[config.mk]
export PLATFORM = sky130hd
export DESIGN_NAME = fetch_unit
export DESIGN_NICKNAME = d
export VERILOG_FILES = /design/src/rtl/fetch_unit.sv
export SDC_FILE = /design/constraint.sdc
export NUM_CORES = 1
export LEC_CHECK = 0
export BUFFER_PORTS_ARGS = -buffer_cell sky130_fd_sc_hd__buf_2
export CAP_MARGIN = 0
export CORE_MARGIN = 2
export CORE_UTILIZATION = 51
export DETAILED_ROUTE_END_ITERATION = 10
export PLACE_DENSITY_LB_ADDON = 0.12
export SETUP_SLACK_MARGIN = 0.5
export SYNTH_ARGS = -nofsm -noshare
export SYNTH_HDL_FRONTEND = slang
export SYNTH_SLANG_ARGS = --single-unit
[constraint.sdc]
create_clock -name clk -period 6.1 [get_ports clk]
set_clock_uncertainty 0.1 [all_clocks]
set_input_delay 0.305 -clock clk [delete_from_list [all_inputs] [get_ports clk]]
set_output_delay 0.305 -clock clk [all_outputs]
set_load 0.01 [all_outputs]
[src/rtl/fetch_unit.sv]
// Instruction fetch unit: holds the PC, requests words from instruction memory,
// presents the fetched word until commit, and halts on misaligned target or memory timeout.
module fetch_unit #(
    parameter logic [31:0] RESET_PC = 32'h0000_0000,
    parameter logic [31:0] NOP_INS  = 32'h0000_0013,
    parameter int          TIMEOUT  = 16
) (
    input  logic        clk,
    input  logic        rst_n,
    input  logic        pcsel,
    input  logic [31:0] alu_result,
    input  logic        advance,
    output logic        imem_req,
    output logic [31:0] imem_addr,
    input  logic        imem_ready,
    input  logic [31:0] imem_rdata,
    output logic [31:0] pc,
    output logic [31:0] pc_plus4,
    output logic [31:0] ins,
    output logic        ins_valid,
    output logic        misalign_err,
    output logic        fetch_timeout
);
    localparam int CW = $clog2(TIMEOUT + 1);

    typedef enum logic [1:0] {IDLE, FETCH, VALID, HALT} state_t;

    state_t        state_reg, state_next;
    logic [31:0]   pc_reg, pc_next;
    logic [31:0]   ins_reg, ins_next;
    logic [CW-1:0] wait_reg, wait_next;
    logic          misalign_reg, misalign_next;
    logic          timeout_reg, timeout_next;
    logic [31:0]   target;
    logic          unused_alu_lsb;

    assign unused_alu_lsb = alu_result[0];

    always_ff @(posedge clk) begin
        if (!rst_n) begin
            state_reg    <= IDLE;
            pc_reg       <= RESET_PC;
            ins_reg      <= NOP_INS;
            wait_reg     <= '0;
            misalign_reg <= 1'b0;
            timeout_reg  <= 1'b0;
        end else begin
            state_reg    <= state_next;
            pc_reg       <= pc_next;
            ins_reg      <= ins_next;
            wait_reg     <= wait_next;
            misalign_reg <= misalign_next;
            timeout_reg  <= timeout_next;
        end
    end

    always_comb begin
        state_next    = state_reg;
        pc_next       = pc_reg;
        ins_next      = ins_reg;
        wait_next     = wait_reg;
        misalign_next = misalign_reg;
        timeout_next  = timeout_reg;
        // Bit 0 is always dropped (JALR semantics); bit 1 decides alignment.
        target = pcsel ? {alu_result[31:1], 1'b0} : pc_reg + 32'd4;
        case (state_reg)
            IDLE: state_next = FETCH;
            FETCH: begin
                if (imem_ready) begin
                    ins_next   = imem_rdata;
                    wait_next  = '0;
                    state_next = VALID;
                end else if (wait_reg == CW'(TIMEOUT - 1)) begin
                    timeout_next = 1'b1;
                    state_next   = HALT;
                end else begin
                    wait_next = wait_reg + CW'(1);
                end
            end
            VALID: begin
                if (advance) begin
                    if (target[1]) begin
                        misalign_next = 1'b1;
                        state_next    = HALT;
                    end else begin
                        pc_next    = target;
                        ins_next   = NOP_INS;
                        state_next = FETCH;
                    end
                end
            end
            HALT:    state_next = HALT;
            default: state_next = IDLE;
        endcase
    end

    assign imem_req      = (state_reg == FETCH);
    assign ins_valid     = (state_reg == VALID);
    assign imem_addr     = {pc_reg[31:2], 2'b00};
    assign pc            = pc_reg;
    assign pc_plus4      = pc_reg + 32'd4;
    assign ins           = ins_reg;
    assign misalign_err  = misalign_reg;
    assign fetch_timeout = timeout_reg;
endmodule

=== Word-level counts from Yosys, hierarchy flattened ===
Cells that the tools add are included.

* Register bits: 72
* Word-level logic and storage cells: 39

* $add $sub $neg: 2
* Eq/ne operators: 9
* Muxes and demuxes: 12
* Bitwise logic cells: 2
* Reductions and logical operators: 8

{| class="wikitable"
|+ Operators with widths
! cell !! count
|-
| two-way mux 32 bit || 4
|-
| case mux 32 bit (2 select lines) || 1
|-
| adder 32 x 3 -> 32 bit, second input constant || 1
|-
| two-way mux 5 bit || 2
|-
| AND reduction 3 bit || 3
|-
| two-way mux 2 bit || 4
|-
| case mux 2 bit (4 select lines) || 1
|-
| != test 2 bit, second input constant || 3
|-
| adder 5 x 1 -> 5 bit, second input constant || 1
|-
| equality test 5 x 4 -> 1 bit, second input constant || 1
|-
| equality test 2 bit, second input constant || 2
|-
| AND reduction 2 bit || 2
|-
| AND reduction 4 bit || 1
|-
| != test 3 x 1 -> 1 bit, second input constant || 1
|-
| equality test 2 x 1 -> 1 bit, second input constant || 1
|-
| logical NOT 2 bit || 1
|-
| != test 2 x 1 -> 1 bit, second input constant || 1
|-
| inverter 1 bit || 2
|-
| nonzero test 2 bit || 1
|}

=== Depth between registers and ports, before layout ===
* Depth after elaboration: 5
* Mapped depth: 8
* Depth with buffers taken out: 8

=== Worst setup path before layout ===
Ideal clock, no wire load.

* Kind: flip-flop to output port
* Start: reg pc_reg[2] (netlist: pc[2])
* End: out pc_plus4[24]
* Data arrival time: 1944 ps
* Required time: 5695 ps
* Path slack: 3751 ps
* Cell stages (with the launch flop): 6
* Cell sequence: dfxtp_1 > ha_1 > nand4_1 > or4_1 > or3_1 > nand2_1

* Longest elaborated chain between the ends: 1

{| class="wikitable"
|+ Ends and longest elaborated chain
! item !! line !! source
|-
| start, declared || 29 || <nowiki>logic [31:0] pc_reg, pc_next;</nowiki>
|-
| start signal, assigned || 49 || <nowiki>pc_reg <= pc_next;</nowiki>
|-
| adder 32 x 3 -> 32 bit || 101 || <nowiki>assign pc_plus4 = pc_reg + 32'd4;</nowiki>
|-
| end, declared || 18 || <nowiki>output logic [31:0] pc_plus4,</nowiki>
|}

No other way between the ends.

=== Final worst setup path ===
Ends and elaborated chain as after synthesis.

==> out/results.ini <==
[status]
status = finished clean

[clock_network]
post_cts_resized = 0
postCtsSetupBuffers = 0
hold_buffers = 0
clk_pin_slew_worst_paths_ns = 0.08
cts_htree_levels = 3
clock_latency_ns = 0.34
ctsRootBufferMaster = clkbuf_8
cts_tree = done
cts_buffers = 9
clock_path_buffers = 2
cts.sink_count = 71

[place]
gp_congestion = 0.906
dp_hpwl_um = 8340
dpl_cell_area_um2 = 4870
io_buffer_count = 193
dp_slack_ns = 3.30

[worst_setup_path]
end_kind = output pin
cp_max_fo = 9
worstSetupStartpointType = register
worstSetupPathType = register to output pin
critPathArrivalTime_ns = 2.64
r2r_setup_slack_ns = 3.63
r2r_start = pc[2]
rr_worst_depth = 6
reg2reg_to = pc[20]
crit_path_start = pc[2]
crit_required_ns = 5.69

[sta]
slew_headroom = 0.226
timing.hold.ws_ns = 0.0975
drv_slew = 0
setup_ws_ns = 3.05
min_period_ns = 3.05
tightest_slew_ns = 1.16
max_freq_mhz = 328
setup_tns_ns = 0
min_period_over_period = 0.500
final_hold_viol_count = 0
setup-violations-final = 0
rsz0062_at_grt = no

[min_path]
hp-class = primary input to register
hold_end = ins[15]
min_from = imem_rdata[15]
hold_depth = 3

[logic_synthesis]
synth.yosys.seq_area_share = 0.340
syn_inst = 551
synth-main-ff-cell = dfxtp_1
synth-edff-count = 0
syn-mean-instance-area_um2 = 7.60
ys_ff_latch = 71
synthesis.area_um2 = 4190
synth_cell_types = 57
async_reset_ff_frac = 0
ys_warn_count = 0

[detailed_routing]
drc = 0
ant_nets = 0
drt_iter0_drc = 140
viasPerCell = 5.59
finalWirelength_um = 12000
wl_per_cell_um = 15.1
vias = 4440
first_pass_iters = 4

[die]
die-area_um2 = 8950
top_level_ports = 201
die_h_um = 94.6
die_w_um = 94.6
start_util = 0.517
core-area_um2 = 8090
rows = 33

[power]
leakage_nw = 2.45
finalPower_w = 0.00109
peakVddDrop_uv = 135
power_density_nw_per_um2 = 212
internal_power_w = 0.000803
sw_frac_of_total = 0.261
netSwitchingPower_w = 0.000283
power_frac_comb = 0.118
clock_power_share = 0.430
seq_power_share = 0.453

[final_layout]
nNetsFinal = 755
regArea_um2 = 1420
design_area_um2 = 5120
largest_register_ffs = 32
multiInputGateArea_um2 = 2310
area_growth_pct = 22.4
fillers = 787
layout-drive-gt1-share = 0.328

[global_routing]
overflow = 0
grtUsageTotal = 0.254
grt_max_degree = 71
grt_pass1_wl_um = 18200
grt_pass1_vias = 3805
antenna_found_initial = 1

[job]
drv_cap = 0

==> cell usage after synthesis, types with 2 or more instances <==
| cell type | number | area share |
|---|---|---|
| nor4_1 | 4 | 0.0060 |
| nand4_4 | 2 | 0.010 |
| o21ai_0 | 26 | 0.031 |
| nor2b_1 | 3 | 0.0045 |
| a22oi_1 | 3 | 0.0054 |
| a32o_1 | 3 | 0.0072 |
| a31oi_1 | 6 | 0.0090 |
| nor3_1 | 12 | 0.014 |
| xnor2_1 | 16 | 0.033 |
| xor2_1 | 10 | 0.021 |
| mux2i_1 | 5 | 0.012 |
| nor2_1 | 34 | 0.030 |
| buf_1 | 4 | 0.0036 |
| nor3_2 | 2 | 0.0048 |
| clkbuf_2 | 2 | 0.0024 |
| a211oi_1 | 2 | 0.0036 |
| ha_1 | 3 | 0.0090 |
| o22ai_1 | 8 | 0.012 |
| buf_4 | 36 | 0.065 |
| and2_1 | 3 | 0.0045 |
| o41ai_1 | 4 | 0.0084 |
| nand2b_1 | 2 | 0.0030 |
| o31a_1 | 4 | 0.0084 |
| a22o_1 | 5 | 0.010 |
| inv_1 | 6 | 0.0054 |
| nand2_1 | 82 | 0.074 |
| nand3_2 | 3 | 0.0072 |
| a21o_1 | 2 | 0.0036 |
| o21ai_1 | 2 | 0.0024 |
| and4_1 | 7 | 0.015 |
| a32oi_1 | 4 | 0.0084 |
| o31ai_1 | 3 | 0.0054 |
| clkbuf_1 | 26 | 0.023 |
| nand3_1 | 43 | 0.051 |
| nand3b_1 | 2 | 0.0036 |
| a21oi_1 | 54 | 0.065 |
| o21a_1 | 2 | 0.0036 |
| dfxtp_1 | 71 | 0.34 |
| nor3b_1 | 2 | 0.0036 |
| and3_1 | 8 | 0.012 |
| buf_2 | 11 | 0.013 |
| nand4_1 | 9 | 0.013 |
==> area by class of cell <==
class	instances	area share
multi-input cells	399	0.452
well taps	105	0.0257
flip-flops and latches	71	0.278
clock buffers	9	0.0242
diodes	1	0.000489
repair buffers	195	0.192
inverters	7	0.00513
clock inverters	7	0.0235
==> power by group through the flow <==
stage / clock network [W] / logic [W] / registers (W)
finish: 0.000467 / 0.000128 / 0.000492
global placement: 0 / 0.000126 / 0.000501
floorplan: 0 / 0.0000763 / 0.000505
detailed placement: 0 / 0.000128 / 0.000502
global route: 0.000489 / 0.000142 / 0.000494
CTS: 0.000470 / 0.000128 / 0.000491
==> worst max-delay path by stage <==
stage                         endpoint  slack, ns  depth (start not counted)
after global routing      pc_plus4[22]       2.90                          7
after CTS                 pc_plus4[24]       3.04                          6
after global placement          pc[23]       3.33                          6
final                     pc_plus4[24]       3.05                          6
after floorplan           pc_plus4[24]       3.75                          5
after detailed placement        pc[23]       3.30                          6
==> layer usage <==
metal | wire [um] | GRT usage
met5 | 0 | 0
met4 | 229 | 0.109
met3 | 1030 | 0.0678
met2 | 5760 | 0.412
met1 | 4990 | 0.317
==> worst max-delay path, cell delays in order (launching register included) <==
cell and delay [ns]:
dfxtp_1 0.50, ha_1 0.36, nand4_1 0.33, or4_1 0.56
or3_1 0.37, nand2_1 0.07, buf_2 0.12
==> placed cells by master, fill, tap and decap left out, types with 8 or more instances in the layout <==
cell      count
nor3_1       12
dfxtp_1      71
a21oi_1      53
nand4_1       9
xnor2_1      16
buf_2       193
o22ai_1       8
o21ai_0      26
nand2_1      81
nand3_1      43
and3_1        8
xor2_1       10
clkbuf_8      9
nor2_1       34
==> per-stage QoR <==
step           utilization  std cells
2_1_floorplan            -        556
3_3_place_gp         0.602        777
3_5_place_dp         0.602        777
4_1_cts              0.632        793
5_1_grt              0.633        794
6_report             0.633        794
==> kinds of logic (layout without fill, tap and decap cells) <==
kind of cell               after synthesis  after routing  share of synthesized area
adders and majority gates                3              3                    0.00897
other                                    1              7                   0.000896
AOI/OAI and AO/OA                      134            134                      0.197
DFF                                     71             71                      0.340
xor gates and xnor gates                26             26                     0.0544
muxes                                    5              5                     0.0120
and+or+nand+nor                        225            225                      0.274
buffers and inverters                   86            218                      0.113
(Power assumes the default switching activity.)
